**config.mk**
```make
export PLATFORM = sky130hd
export DESIGN_NAME = activation_unit
export DESIGN_NICKNAME = d
export VERILOG_FILES = /design/src/rtl/activation_pkg.sv /design/src/rtl/act_lane.sv /design/src/rtl/activation_unit.sv
export SDC_FILE = /design/constraint.sdc
export NUM_CORES = 1
export LEC_CHECK = 0
export CORE_AREA = 2 2 174 176
export DETAILED_ROUTE_END_ITERATION = 12
export DIE_AREA = 0 0 176 178
export MAX_ROUTING_LAYER = met4
export SETUP_SLACK_MARGIN = 0.5
export SLEW_MARGIN = 10
export SYNTH_ARGS = -nofsm -noshare
export SYNTH_HDL_FRONTEND = slang
export SYNTH_SLANG_ARGS = --single-unit
```
**constraint.sdc**
```tcl
create_clock -name clk -period 3.3 [get_ports clk]
set_clock_uncertainty 0.05 [all_clocks]
set_input_delay 0.66 -clock clk [delete_from_list [all_inputs] [get_ports clk]]
set_output_delay 0.66 -clock clk [all_outputs]
set_load 0.1 [all_outputs]
```
**src/rtl/activation_pkg.sv**
```systemverilog
// Shared definitions for the activation unit: mode encoding and its width.
package activation_pkg;

    localparam int MODE_W = 2;

    typedef enum logic [MODE_W-1:0] {
        ACT_BYPASS = 2'd0,
        ACT_RELU   = 2'd1,
        ACT_LEAKY  = 2'd2,
        ACT_CLIP   = 2'd3
    } act_mode_e;

endpackage

```
**src/rtl/act_lane.sv**
```systemverilog
// Per-element activation datapath, two register stages.
//   S1: negative handling (zero / leaky shift / pass).
//   S2: upper clip for ACT_CLIP and zero detect.
// Ports:
//   clk, rst_n        clock, async active-low reset (clears both stages)
//   s1_en_i, s2_en_i  stage load enables from the handshake control
//   x_i, mode_i       element and mode entering S1
//   s1_mode_i         mode of the beat held in S1 (used by S2)
//   s1_clip_i         clip bound of the beat held in S1
//   y_o, zero_o       S2 result and its equals-zero flag
module act_lane
    import activation_pkg::*;
#(
    parameter int W          = 16,
    parameter int LEAK_SHIFT = 3
) (
    input  logic                clk,
    input  logic                rst_n,
    input  logic                s1_en_i,
    input  logic                s2_en_i,
    input  logic signed [W-1:0] x_i,
    input  logic [MODE_W-1:0]   mode_i,
    input  logic [MODE_W-1:0]   s1_mode_i,
    input  logic [W-1:0]        s1_clip_i,
    output logic [W-1:0]        y_o,
    output logic                zero_o
);

    logic signed [W-1:0] s1_d, s1_q;
    logic [W-1:0]        s2_d, s2_q;
    logic                z_q;

    always_comb begin
        s1_d = x_i;
        case (mode_i)
            ACT_RELU,
            ACT_CLIP:  s1_d = x_i[W-1] ? '0 : x_i;
            ACT_LEAKY: s1_d = x_i[W-1] ? (x_i >>> LEAK_SHIFT) : x_i;
            default:   s1_d = x_i;
        endcase
    end

    // In clip mode S1 already forced the value non-negative, so a zero-extended
    // compare against the unsigned bound is exact; a bound above max positive
    // therefore never clips.
    always_comb begin
        s2_d = s1_q;
        if (s1_mode_i == ACT_CLIP && {1'b0, s1_q} > {1'b0, s1_clip_i})
            s2_d = s1_clip_i;
    end

    always_ff @(posedge clk or negedge rst_n) begin
        if (!rst_n) begin
            s1_q <= '0;
            s2_q <= '0;
            z_q  <= 1'b0;
        end else begin
            if (s1_en_i) s1_q <= s1_d;
            if (s2_en_i) begin
                s2_q <= s2_d;
                z_q  <= (s2_d == '0);
            end
        end
    end

    assign y_o    = s2_q;
    assign zero_o = z_q;

endmodule

```
**src/rtl/activation_unit.sv**
```systemverilog
// Vector activation unit: CHANNELS lanes behind a two-stage valid/ready
// pipeline, plus a saturating count of zero elements in delivered beats.
// Ports:
//   clk, rst_n               clock, async active-low reset
//   in_valid/in_ready        input handshake
//   in_data, mode, clip_val  input beat (mode and clip travel with it)
//   out_valid/out_ready      output handshake
//   out_data, out_zero_mask  activated beat and per-element zero flags
//   clr_stats, zero_count    statistics clear and running zero count
module activation_unit
    import activation_pkg::*;
#(
    parameter int featureWidth = 16,
    parameter int CHANNELS     = 4,
    parameter int LEAK_SHIFT   = 3,
    parameter int CNT_WIDTH    = 32
) (
    input  logic                             clk,
    input  logic                             rst_n,
    input  logic                             in_valid,
    output logic                             in_ready,
    input  logic [CHANNELS*featureWidth-1:0] in_data,
    input  logic [MODE_W-1:0]                mode,
    input  logic [featureWidth-1:0]          clip_val,
    output logic                             out_valid,
    input  logic                             out_ready,
    output logic [CHANNELS*featureWidth-1:0] out_data,
    output logic [CHANNELS-1:0]              out_zero_mask,
    input  logic                             clr_stats,
    output logic [CNT_WIDTH-1:0]             zero_count
);

    localparam int PW = $clog2(CHANNELS + 1);
    localparam int SW = CNT_WIDTH + 1;

    logic                    s1_v_q, s2_v_q;
    logic                    s1_en, s2_en, in_fire, out_fire;
    logic [MODE_W-1:0]       s1_mode_q;
    logic [featureWidth-1:0] s1_clip_q;

    // S2 can take a new beat when it is empty or its beat leaves this cycle;
    // S1 likewise when empty or when S2 takes its beat. No in_valid term.
    assign s2_en    = !s2_v_q || out_ready;
    assign in_ready = !s1_v_q || s2_en;
    assign in_fire  = in_valid && in_ready;
    assign s1_en    = in_fire;
    assign out_valid = s2_v_q;
    assign out_fire  = s2_v_q && out_ready;

    always_ff @(posedge clk or negedge rst_n) begin
        if (!rst_n) begin
            s1_v_q    <= 1'b0;
            s2_v_q    <= 1'b0;
            s1_mode_q <= ACT_BYPASS;
            s1_clip_q <= '0;
        end else begin
            if (in_ready) s1_v_q <= in_valid;
            if (s2_en)    s2_v_q <= s1_v_q;
            if (in_fire) begin
                s1_mode_q <= mode;
                s1_clip_q <= clip_val;
            end
        end
    end

    for (genvar c = 0; c < CHANNELS; c++) begin : g_lane
        act_lane #(
            .W         (featureWidth),
            .LEAK_SHIFT(LEAK_SHIFT)
        ) u_lane (
            .clk      (clk),
            .rst_n    (rst_n),
            .s1_en_i  (s1_en),
            .s2_en_i  (s2_en && s1_v_q),
            .x_i      (in_data[c*featureWidth +: featureWidth]),
            .mode_i   (mode),
            .s1_mode_i(s1_mode_q),
            .s1_clip_i(s1_clip_q),
            .y_o      (out_data[c*featureWidth +: featureWidth]),
            .zero_o   (out_zero_mask[c])
        );
    end

    // Zero statistics: saturating add of the mask popcount on each delivered
    // beat; a clear in the same cycle discards that beat's contribution.
    logic [PW-1:0]        pop;
    logic [SW-1:0]        sum;
    logic [CNT_WIDTH-1:0] cnt_d, cnt_q;

    always_comb begin
        pop = '0;
        for (int c = 0; c < CHANNELS; c++)
            pop = pop + PW'(out_zero_mask[c]);
        sum   = {1'b0, cnt_q} + SW'(pop);
        cnt_d = cnt_q;
        if (clr_stats)
            cnt_d = '0;
        else if (out_fire)
            cnt_d = sum[CNT_WIDTH] ? '1 : sum[CNT_WIDTH-1:0];
    end

    always_ff @(posedge clk or negedge rst_n) begin
        if (!rst_n) cnt_q <= '0;
        else        cnt_q <= cnt_d;
    end

    assign zero_count = cnt_q;

endmodule

```
---- Yosys cells after proc, flatten, opt, wreduce, memory -nomap -nowiden ----
Cells that the tools add are included.
storage, ports and cells
  register bits after elaboration ......... 184
  input port bits ......................... 87
  output and inout bits ................... 102
  word-level logic and storage cells ...... 65
cells by class
  add/subtract/negate cells ............... 4
  magnitude comparators ................... 4
  equal/unequal tests ..................... 4
  muxes and demuxes ....................... 19
  reduce and logical (&&, ||, !) cells .... 17
operators by type and width
  kind                                                  number
  2-to-1 mux 16 bit                                     8
  one-hot mux 16 bit (2 select lines)                   4
  2-to-1 mux 32 bit                                     3
  greater-than comparator 16 bit                        4
  logical NOT 16 bit                                    4
  2-to-1 mux 15 bit                                     4
  adder 32 x 3 -> 33 bit                                1
  logical AND 1 bit                                     7
  equality test 2 bit (second input constant)           3
  adder 2 x 1 -> 3 bit                                  1
  adder 3 x 1 -> 3 bit                                  1
  adder 1 x 1 -> 2 bit                                  1
  equality test 2 x 1 -> 1 bit (second input constant)  1
  logical NOT 1 bit                                     2
  logical OR 1 bit                                      2
  nonzero test 2 bit                                    1
  OR reduction 2 bit                                    1

---- Longest topological paths before layout ----
Gate-level depths: netlist (run 1).
  word-level depth ........................ 7
  depth in mapped cells ................... 12
  depth with buffers taken out ............ 10

---- Modules after synthesis ----
From an unflattened synthesis (run 1), not the netlist that was laid out.
second synthesis, totals
  cells, all modules ...................... 1290
  area total of the unflattened synthesis .. 11856.4 um^2
modules (own cells, without submodules)
  module           instances  cells an instance  area each (um^2)  seq. area each (um^2)
  act_lane         4          260                2298.5            825.8
  activation_unit  1          250                2662.6            1301.2

---- Worst setup path after synthesis (run 1) ----
No wires, ideal clock.
  kind .................................... register to register
  start point ............................. reg cnt_q[0] (netlist: zero_count[0])
  end point ............................... reg cnt_q[8] (netlist: zero_count[8])
  library setup time ...................... 0.081 ns
  data arrival time ....................... 3.531 ns
  required time ........................... 3.169 ns
  slack ................................... -0.362 ns
  cell stages (with the launch flop) ...... 13
  buffers on the path ..................... 2
  period minus slack after synthesis ...... 3.662 ns
  path through ............................ dfrtp_1 fa_1 inv_1 fa_1 inv_1 fa_1 nand4_1 or3_1 buf_6 or3_4 buf_6 and3_1 nor3_2
between the ends
  word-level cells in the longest chain between the ends .. 4
RTL lines
  item                    RTL line                source
  from (decl)             activation_unit.sv:88   logic [CNT_WIDTH-1:0] cnt_d, cnt_q;
  from (signal assigned)  activation_unit.sv:104  else cnt_q <= cnt_d;
  adder 32 x 3 -> 33 bit  activation_unit.sv:94   sum = {1'b0, cnt_q} + SW'(pop);
  2-to-1 mux 32 bit       activation_unit.sv:99   cnt_d = sum[CNT_WIDTH] ? '1 : sum[CNT_WIDTH-1:0];
  2-to-1 mux 32 bit       activation_unit.sv:98   else if (out_fire)
  2-to-1 mux 32 bit       activation_unit.sv:96   if (clr_stats)
No other way between the ends. The select of a mux whose other input is x is not followed.
A chain may end at the register's enable or synchronous reset.

---- Final worst setup path (run 1) ----
  start point ............................. reg cnt_q[0] (netlist: zero_count[0])
  end point ............................... reg cnt_q[21] (netlist: zero_count[21])
The elaborated chain is that of the path after synthesis.

==> metrics.txt, run 1 <==
cell depth of the worst setup path=10; count leader, synth=dfrtp_1; WS Path Type=register to register; num ports=189; asr flop ratio synth=100%; number of global-route vias before repair=11100; clock latency at the later pin of the worst-skew pair=0.45 ns; Slowest cell on crit path=fa_1; worst reg2reg endpoint=zero_count[21]; 1st-pass router iterations=5; end point of the critical path=zero_count[21]; crit path capture type=register; std cell rows=63; M2 GR Usage=41.9%; Yosys warnings=0; min setup slack post-route=0.180 ns; syn_nets=1469; first-pass GRT wire length=65200 um; Max Cap Violations=0; die area=31300 um2; share of cells above drive strength 1=19.8%; f_max=0.320 GHz; setup TNS=0 ns; number of routed nets with antenna violations=0; Slew Limit Headroom=28.6%; Residual DRC=0; port buffer count=188; Critical Path RT=3.60 ns; Total GRT Usage=28.0%; Worst IR Drop VDD=0.372 mV; EDFF count, synth=0; HPWL Detailed=30300 um; clk sinks=184; M3 GR Usage=3.58%; Hold Fails Final Rpt=0; Vias=11800; RD Place Congestion=0.913; worst stage delay on the critical path=0.49 ns; Yosys reg bits=184; M1 GR Usage=38.9%; H-tree depth=4; RSZ-0062 raised after global routing=true; Syn Inst Count=1314; via-per-instance ratio=6.22; Final Slew Violations=0; reg-to-reg slack, setup=0.18 ns; # setup viols final=0; crit path max fanout=7; largest net degree at the start of global routing=81; crit path cell chain=fa_1 > inv_1 > fa_2 > inv_2 > fa_2 > nand4_1 > or3_4 > or3_4 > and4_1 > a211oi_2; GRT busiest layer=met2; synthesized area per cell=8.89 um2; sequential share of the synthesized area=39.4%; R2R Path Start=zero_count[0]; CTS root buf=clkbuf_16; Arr. time, crit path=3.42 ns; Net count, final=1643; grt total ovfl=0; status=completed; die height=178 um; cell count of the worst reg-to-reg path=10; CP startpoint kind=register; wire per inst=22.8 um; Clock Path Buffers=2; Final Cycle Share=94.6%; Placement Setup Slack=-0.0398 ns; initial antenna violation count=3; CTS hold repair buffers=0; chip width=176 um; synth cell count leaders=dfrtp_1, nand2_1, nand3_1; largest area contributor in the netlist=dfrtp_1; clk slew on worst S/H paths=0.08 ns; CTS Buf Count=17; Iter 0 DRT Violations=1187; Worst Path Buf+Inv=2; clock period minus worst slack=3.12 ns; Least-Margin Pin Slew=1.06 ns; CP top delay family=simple AND/OR/NAND/NOR gates; post-synth top area share=39.4%; HP Class=input pin to async pin; CTS tree=yes; Core Box Area=29400 um2; final WL=43100 um; Layout area overhead=28.3%; power per cell area=635 nW/um2; Worst Setup SP=zero_count[0]; Static Leak=6.75 nW; Distinct cells, synth=58; Syn Std Cell Area=11700 um2; leading post-synthesis cells by cell area=dfrtp_1, ha_1, a2bb2oi_1; ys flop type=dfrtp_1; Starting Density=39.7%
## power breakdown
| group | switching, mW | internal (mW) |
|---|---|---|
| clock network | 1.00 | 1.03 |
| logic | 3.25 | 1.15 |
| registers | 0.418 | 2.66 |
## final cells by class
class | instances | area, um2
Fill cell | 2777 | 14400
Clock buffer | 20 | 457
Tap cell | 390 | 488
Timing Repair Buffer | 265 | 2310
Multi-Input combinational cell | 986 | 6860
Inverter | 34 | 135
Clock inverter | 12 | 110
Sequential cell | 184 | 4610
Antenna cell | 3 | 7.51
## worst min path at each step
stage / endpoint / slack [ns] / depth (start not counted)
floorplan: g_lane[0].u_lane.s1_q[0] / 0.31 / 0
global placement: s1_mode_q[1] / 0.43 / 2
detailed placement: s1_mode_q[1] / 0.43 / 2
CTS: g_lane[2].u_lane.y_o[4] / 0.28 / 1
global route: g_lane[2].u_lane.y_o[4] / 0.30 / 1
finish: zero_count[8] / 0.24 / 1
## through the flow
stage | total power, mW | instance area (um2) | utilization, % | cells | hold WS, ns
6_report | 9.51 | 15000 | 50.9 | 1894 | 0.244
5_1_grt | 9.93 | 15000 | 50.9 | 1894 | 0.300
4_1_cts | 9.50 | 14700 | 50.1 | 1882 | 0.279
3_5_place_dp | 7.45 | 14000 | 47.5 | 1843 | 0.433
3_3_place_gp | 7.40 | 14000 | 47.5 | 1843 | 0.428
2_1_floorplan | 6.18 | 11700 | - | 1314 | 0.314
## logic make-up after synthesis
family | count (synthesis) | synth area share [%]
buf+inv | 147 | 5.14
simple gates | 568 | 25.7
mux | 6 | 0.525
fa+ha+maj | 68 | 7.48
flops | 184 | 39.4
compound gates | 341 | 21.7
## state kept, by name, summed over array words and instances (netlist names)
signal and cells:
g_lane.u_lane.y_o 64, s1_v_q 1, out_valid 1, zero_count 32
s1_mode_q 2, g_lane.u_lane.s1_q 64, s1_clip_q 16, g_lane.u_lane.zero_o 4
## placed cells by master, fill, tap and decap left out, types with 22 or more instances in the layout
master | Yosys | layout
nand2_1 | 132 | 129
a2bb2oi_1 | 64 | 64
clkdlybuf4s50_1 | 0 | 85
ha_1 | 65 | 65
dfrtp_1 | 184 | 182
and3_1 | 37 | 36
inv_1 | 34 | 30
o31ai_1 | 68 | 68
nor4_1 | 25 | 24
buf_4 | 4 | 168
a221oi_1 | 28 | 26
a21oi_1 | 50 | 42
a221o_1 | 26 | 22
nor2_1 | 63 | 59
or4_1 | 64 | 64
nor3_1 | 80 | 70
o21ai_0 | 54 | 47
nand3_1 | 103 | 103
## worst register-to-register path: cells and delay by family, from the launching register on
family | cells | cell delay, ns
AO/OA/AOI/OAI | 1 | 0.14
adder cells (fa/ha/maj) | 3 | 1.02
buffers and inverters | 2 | 0.12
flip-flops | 1 | 0.48
AND/OR/NAND/NOR | 4 | 1.21
## layer usage
layer / routed length, um / vias to the layer above
met3: 2660 / 76
met4: 1370 / 0
met5: 0 / -
met2: 19600 / 472
li1: - / 5450
met1: 19500 / 5786
## repair_timing
action,CTS,global route
gates resized for setup,39,35
pin swaps,24,21
endpoints found under the setup margin,65,96
cloned,3,0
setup buffers,4,9
Note: power is estimated with default switching activity, not from simulation.
==> run 2: changes to the inputs <==
--- a/config.mk
+++ b/config.mk
@@ -5,10 +5,13 @@
 export SDC_FILE = /design/constraint.sdc
 export NUM_CORES = 1
 export LEC_CHECK = 0
-export CORE_AREA = 2 2 174 176
+export CELL_PAD_IN_SITES_DETAIL_PLACEMENT = 0
+export CELL_PAD_IN_SITES_GLOBAL_PLACEMENT = 1
+export CORE_AREA = 2 2 181 183
 export DETAILED_ROUTE_END_ITERATION = 12
-export DIE_AREA = 0 0 176 178
+export DIE_AREA = 0 0 183 185
 export MAX_ROUTING_LAYER = met4
+export PLACE_DENSITY_LB_ADDON = 0.1
 export SETUP_SLACK_MARGIN = 0.5
 export SLEW_MARGIN = 10
 export SYNTH_ARGS = -nofsm -noshare
==> metrics.txt, run 2 (synthesized netlist as in run 1, its figures left out) <==
Filler Cell Count=3128 (was 2777); Arr. time, crit path=3.39 ns (was 3.42 ns); grt total ovfl=0 (unchanged); commonest non-fill, non-tap cells in the layout=dfrtp_1, buf_4, nand2_1, nand3_1, clkdlybuf4s50_1 (unchanged); total power=9.57 mW (was 9.51 mW); Final Cycle Share=93.5% (was 94.6%); share of cells above drive strength 1=18.0% (was 19.8%); port buffer count=188 (unchanged); crit path max fanout=7 (unchanged); HP Class=input pin to async pin (unchanged); 1st-pass router iterations=6 (was 5); WS Path Type=register to register (unchanged); final WL=43700 um (was 43100 um); Clock Path Buffers=2 (unchanged); std cell rows=66 (was 63); Total GRT Usage=26.6% (was 28.0%); number of routed nets with antenna violations=0 (unchanged); num ports=189 (unchanged); Max Cap Violations=0 (unchanged); CP startpoint kind=register (unchanged); status=completed (unchanged); # diodes=0 (was 3); Core Box Area=32000 um2 (was 29400 um2); Least-Margin Pin Slew=1.08 ns (was 1.06 ns); Slew Limit Headroom=27.2% (was 28.6%); setup TNS=0 ns (unchanged); f_max=0.324 GHz (was 0.320 GHz); Multi-input gate area=6700 um2 (was 6860 um2); HPWL Detailed=31700 um (was 30300 um); cell count of the worst reg-to-reg path=10 (unchanged); WHS=0.190 ns (was 0.244 ns); CTS root buf=clkbuf_16 (unchanged); via-per-instance ratio=6.06 (was 6.22); Slowest cell on crit path=dfrtp_4 (was fa_1); Residual DRC=0 (unchanged); clk sinks=184 (unchanged); Net count, final=1640 (was 1643); Critical Path RT=3.61 ns (was 3.60 ns); number of global-route vias before repair=11000 (was 11100); register area=4610 um2 (unchanged); CP top delay family=simple AND/OR/NAND/NOR gates (unchanged); Layout area overhead=26.7% (was 28.3%); clock latency at the later pin of the worst-skew pair=0.44 ns (was 0.45 ns); Worst Path Buf+Inv=2 (unchanged); Worst IR Drop VDD=0.427 mV (was 0.372 mV); Iter 0 DRT Violations=1062 (was 1187); Final Slew Violations=0 (unchanged); CTS Buf Count=17 (unchanged); largest net degree at the start of global routing=69 (was 81); power per cell area=647 nW/um2 (was 635 nW/um2); crit path cell chain=fa_1 > inv_1 > fa_2 > inv_2 > fa_2 > nand4_1 > or3_4 > or3_4 > and4_1 > a211oi_2 (unchanged); worst reg2reg endpoint=zero_count[21] (unchanged); RD Place Congestion=0.870 (was 0.913); R2R Path Start=zero_count[0] (unchanged); initial antenna violation count=0 (was 3); worst stage delay on the critical path=0.48 ns (was 0.49 ns); chip width=183 um (was 176 um); H-tree depth=4 (unchanged); RSZ-0062 raised after global routing=true (unchanged); die height=185 um (was 178 um); Hold Fails Final Rpt=0 (unchanged); wire per inst=22.9 um (was 22.8 um); CTS tree=yes (unchanged); crit path capture type=register (unchanged); clk slew on worst S/H paths=0.07 ns (was 0.08 ns); Vias=11500 (was 11800); commonest non-fill, non-tap cell in the layout=dfrtp_1 (unchanged); CTS hold repair buffers=0 (unchanged); reg-to-reg slack, setup=0.22 ns (was 0.18 ns); # setup viols final=0 (unchanged); Starting Density=36.4% (was 39.7%); clock period minus worst slack=3.08 ns (was 3.12 ns); die area=33900 um2 (was 31300 um2); first-pass GRT wire length=66700 um (was 65200 um); Static Leak=6.70 nW (was 6.75 nW)
[run 2: cell types whose count changed in the layout (fill, tap and decap cells not counted), moves of 3 or more]
| cell | delta |
|---|---|
| inv_8 | -4 |
| a211oi_2 | -4 |
| nor3_1 | +5 |
| o21ai_2 | -4 |
| a211oi_1 | +4 |
| diode_2 | -3 |
| clkinvlp_4 | -3 |
| nor3_2 | -3 |
| o21ai_0 | +5 |
[run 2: worst max path at each step]
| stage | from | to | slack, ns | cells after the start |
|---|---|---|---|---|
| floorplan | zero_count[0] | zero_count[8] | -0.05 | 12 |
| global placement | zero_count[0] | zero_count[15] | 0.03 | 12 |
| detailed placement | zero_count[0] | zero_count[21] | -0.01 | 10 |
| CTS | zero_count[0] | zero_count[21] | 0.25 | 10 |
| global route | zero_count[0] | zero_count[21] | 0.15 | 10 |
| finish | zero_count[0] | zero_count[21] | 0.22 | 10 |
[run 2: through the flow]
stage	utilization, %	std cells	area [um2]	worst slack, ns
floorplan	-	1314	11700	-0.0505
global placement	43.8	1867	14000	0.0272
detailed placement	43.8	1867	14000	-0.0144
CTS	46.0	1902	14700	0.251
global route	46.2	1905	14800	0.147
finish	46.2	1905	14800	0.216
[run 2: final cells by class]
class	instances	share of cell area [%]
Multi-Input combinational cell	984	45.3
Sequential cell	184	31.2
Timing Repair Buffer	264	15.4
Tap cell	408	3.45
Clock buffer	21	3.11
Inverter	34	0.863
Clock inverter	10	0.660
[run 2: repair_timing]
item / CTS / global route
gates cloned: 1 / 0
endpoints found under the hold margin: 0 / 0
buffers inserted: 3 / 3
pin swaps: 18 / 4
endpoints found under the setup margin: 54 / 62
gates resized for setup: 24 / 10
[run 2: power breakdown]
part / internal [mW] / total, mW / switching, mW
sequential: 2.66 / 3.10 / 0.439
combinational: 1.16 / 4.43 / 3.27
clock: 1.08 / 2.05 / 0.964
total: 4.90 / 9.57 / 4.67
[run 2: per-layer routing]
| layer | vias to the layer above | wire length [um] | GRT usage [%] |
|---|---|---|---|
| li1 | 5397 | - | - |
| met1 | 5693 | 21300 | 39.5 |
| met4 | 0 | 734 | 6.02 |
| met5 | - | 0 | - |
| met3 | 41 | 2490 | 3.19 |
| met2 | 410 | 19200 | 38.5 |
==> run 3: changes to the inputs <==
--- a/config.mk
+++ b/config.mk
@@ -5,11 +5,12 @@
 export SDC_FILE = /design/constraint.sdc
 export NUM_CORES = 1
 export LEC_CHECK = 0
+export ABC_AREA = 1
 export CELL_PAD_IN_SITES_DETAIL_PLACEMENT = 0
 export CELL_PAD_IN_SITES_GLOBAL_PLACEMENT = 1
-export CORE_AREA = 2 2 181 183
+export CORE_AREA = 2 2 168 170
 export DETAILED_ROUTE_END_ITERATION = 12
-export DIE_AREA = 0 0 183 185
+export DIE_AREA = 0 0 170 172
 export MAX_ROUTING_LAYER = met4
 export PLACE_DENSITY_LB_ADDON = 0.1
 export SETUP_SLACK_MARGIN = 0.5
==> constraint.sdc (replaced) <==
create_clock -name clk -period 3.62 [get_ports clk]
set_clock_uncertainty 0.05 [all_clocks]
set_input_delay 0.724 -clock clk [delete_from_list [all_inputs] [get_ports clk]]
set_output_delay 0.724 -clock clk [all_outputs]
set_load 0.1 [all_outputs]
==> metrics.txt, run 3 <==
status=completed (unchanged); Critical Path RT=3.87 ns (was 3.61 ns); Filler Cell Count=2754 (was 3128); synth cell count leaders=nand2_1, dfrtp_1, o21ai_0 (was dfrtp_1, nand2_1, nand3_1); num ports=189 (unchanged); main combinational cell family by area after synthesis=simple AND/OR/NAND/NOR gates (unchanged); largest area contributor in the netlist=dfrtp_1 (unchanged); final WL=35400 um (was 43700 um); # setup viols final=0 (unchanged); clock latency at the later pin of the worst-skew pair=0.44 ns (about the same); Static Leak=6.76 nW (was 6.70 nW); Net count, final=1771 (was 1640); sequential share of the synthesized area=42.7% (was 39.4%); EDFF count, synth=0 (unchanged); first-pass GRT wire length=55200 um (was 66700 um); number of global-route vias before repair=9625 (was 11000); Worst IR Drop VDD=0.293 mV (was 0.427 mV); worst reg2reg endpoint=zero_count[28] (was zero_count[21]); cell count of the worst reg-to-reg path=13 (was 10); CTS tree=yes (unchanged); HPWL Detailed=26900 um (was 31700 um); crit path capture type=register (unchanged); Final Cycle Share=84.8% (was 93.5%); syn_nets=1575 (was 1469); Arr. time, crit path=3.32 ns (was 3.39 ns); die height=172 um (was 185 um); clk sinks=184 (unchanged); crit path max fanout=5 (was 7); R2R Path Start=zero_count[0] (unchanged); XOR/XNOR Fraction of Synth Area=0.892% (was 0%); Yosys reg bits=184 (unchanged); DP Cell Count=1933 (was 1867); CTS hold repair buffers=0 (unchanged); H-tree depth=4 (unchanged); clock period minus worst slack=3.07 ns (was 3.08 ns); RSZ-0062 raised after global routing=true (unchanged); via-per-instance ratio=5.18 (was 6.06); Syn Inst Count=1420 (was 1314); HP Class=input pin to async pin (unchanged); total power=8.95 mW (was 9.57 mW); RD Place Congestion=0.912 (was 0.870); power per cell area=645 nW/um2 (was 647 nW/um2); asr flop ratio synth=100% (unchanged); die area=29200 um2 (was 33900 um2); std cell rows=61 (was 66); number of routed nets with antenna violations=0 (unchanged); Residual DRC=0 (unchanged); wire per inst=17.9 um (was 22.9 um); CTS Buf Count=17 (unchanged); share of cells above drive strength 1=10.5% (was 18.0%); count leader, synth=nand2_1 (was dfrtp_1); ys flop type=dfrtp_1 (unchanged); final core utilization=50.5% (was 46.2%); CTS root buf=clkbuf_16 (unchanged); CP startpoint kind=register (unchanged); Placement Setup Slack=0.462 ns (was -0.0144 ns); Slew Limit Headroom=32.3% (was 27.2%); setup TNS=0 ns (unchanged); chip width=170 um (was 183 um); Multi-input gate area=5580 um2 (was 6700 um2); WHS=0.198 ns (was 0.190 ns); commonest non-fill, non-tap cell in the layout=nand2_1 (was dfrtp_1); Hold Fails Final Rpt=0 (unchanged); grt total ovfl=0 (unchanged); Distinct cells, synth=40 (was 58); multiplexer share of the synthesized area=0% (was 0.525%); f_max=0.326 GHz (was 0.324 GHz); Yosys warnings=0 (unchanged); Max Cap Violations=0 (unchanged); min setup slack post-route=0.550 ns (was 0.216 ns); leading post-synthesis cells by cell area=dfrtp_1, nand2_1, ha_1 (was dfrtp_1, ha_1, a2bb2oi_1); Clock Path Buffers=2 (unchanged); register area=4610 um2 (about the same); # diodes=0 (unchanged); Least-Margin Pin Slew=1.01 ns (was 1.08 ns); 1st-pass router iterations=5 (was 6); clk slew on worst S/H paths=0.08 ns (was 0.07 ns); Synth Area in Adders=8.09% (was 7.48%); Syn Std Cell Area=10800 um2 (was 11700 um2); largest net degree at the start of global routing=83 (was 69); DP Area=13100 um2 (was 14000 um2); post-synthesis simple-gate area fraction=28.0% (was 25.7%); Core Box Area=27500 um2 (was 32000 um2); Total GRT Usage=25.4% (was 26.6%); Starting Density=39.3% (was 36.4%); port buffer count=188 (unchanged); Layout area overhead=28.6% (was 26.7%); commonest non-fill, non-tap cells in the layout=nand2_1, dfrtp_1, clkdlybuf4s50_1, o21ai_0, inv_1 (was dfrtp_1, buf_4, nand2_1, nand3_1, clkdlybuf4s50_1); synthesized area per cell=7.60 um2 (was 8.89 um2); WS Path Type=register to register (unchanged); initial antenna violation count=0 (unchanged); Iter 0 DRT Violations=838 (was 1062); post-route cell area=13900 um2 (was 14800 um2); post-synth top area share=42.7% (was 39.4%); Final Slew Violations=0 (unchanged); Synth Area in Compound Gates=13.9% (was 21.7%); fin cells=1975 (was 1905); reg-to-reg slack, setup=0.55 ns (was 0.22 ns); Vias=10200 (was 11500)
==> run 3: cell types whose count changed after synthesis, sizes merged, moves of 39 or more <==
cell,change
or4,-64
o21ai,+108
and3,-39
clkbuf,-46
nor2,+50
a2bb2oi,-64
nor3,-70
o31ai,-65
inv,+78
nand2,+337
==> run 3: how the worst max path moves through the flow <==
stage / from / endpoint / cells past startpoint
floorplan: zero_count[0] / zero_count[7] / 14
global placement: zero_count[0] / zero_count[17] / 13
detailed placement: zero_count[0] / zero_count[31] / 14
CTS: zero_count[0] / zero_count[30] / 16
global route: zero_count[0] / zero_count[28] / 13
finish: zero_count[0] / zero_count[28] / 13
==> run 3: worst max-delay path, cell delays in order (launching register included) <==
cell     delay [ns]
dfrtp_4        0.49
fa_1           0.48
inv_1          0.05
fa_2           0.33
inv_2          0.07
fa_2           0.20
nand2_2        0.07
nor2_4         0.14
nand4_4        0.18
nor4_4         0.31
nand2_2        0.14
buf_4          0.16
nor4_1         0.18
o22ai_1        0.10
==> run 3: layout make-up <==
type | count | share of cell area [%]
clock buffer | 20 | 3.29
timing repair buffer | 240 | 16.1
multi-input combinational | 1061 | 40.2
clock inverter | 12 | 1.00
inverter | 112 | 3.06
tap | 346 | 3.12
sequential | 184 | 33.2
==> run 3: timing repair <==
item                       CTS  global route
pin swaps                    2             5
buffers inserted             3             6
gates cloned                 0             1
gates resized for setup      0            47
setup endpoints to repair   14            33
==> run 3: power by group <==
group          internal (mW)  switching [mW]  leakage, nW
logic                   1.06            3.20         4.14
registers               2.45           0.310         2.33
clock network           1.07           0.864        0.292
==> run 3: cell families after synthesis <==
| group | Yosys count |
|---|---|
| simple gates | 715 |
| flops | 184 |
| fa+ha+maj | 68 |
| compound gates | 267 |
| xor+xnor | 11 |
| buf+inv | 175 |
==> run 3: metal layers <==
layer  vias up  part of all wire (%)  GRT usage [%]
met5         -                     0              -
met4         0                   2.0           7.25
met3        31                   4.2           2.47
met2       294                    44           38.2
met1      4793                    49           36.4
li1       5105                     -              -
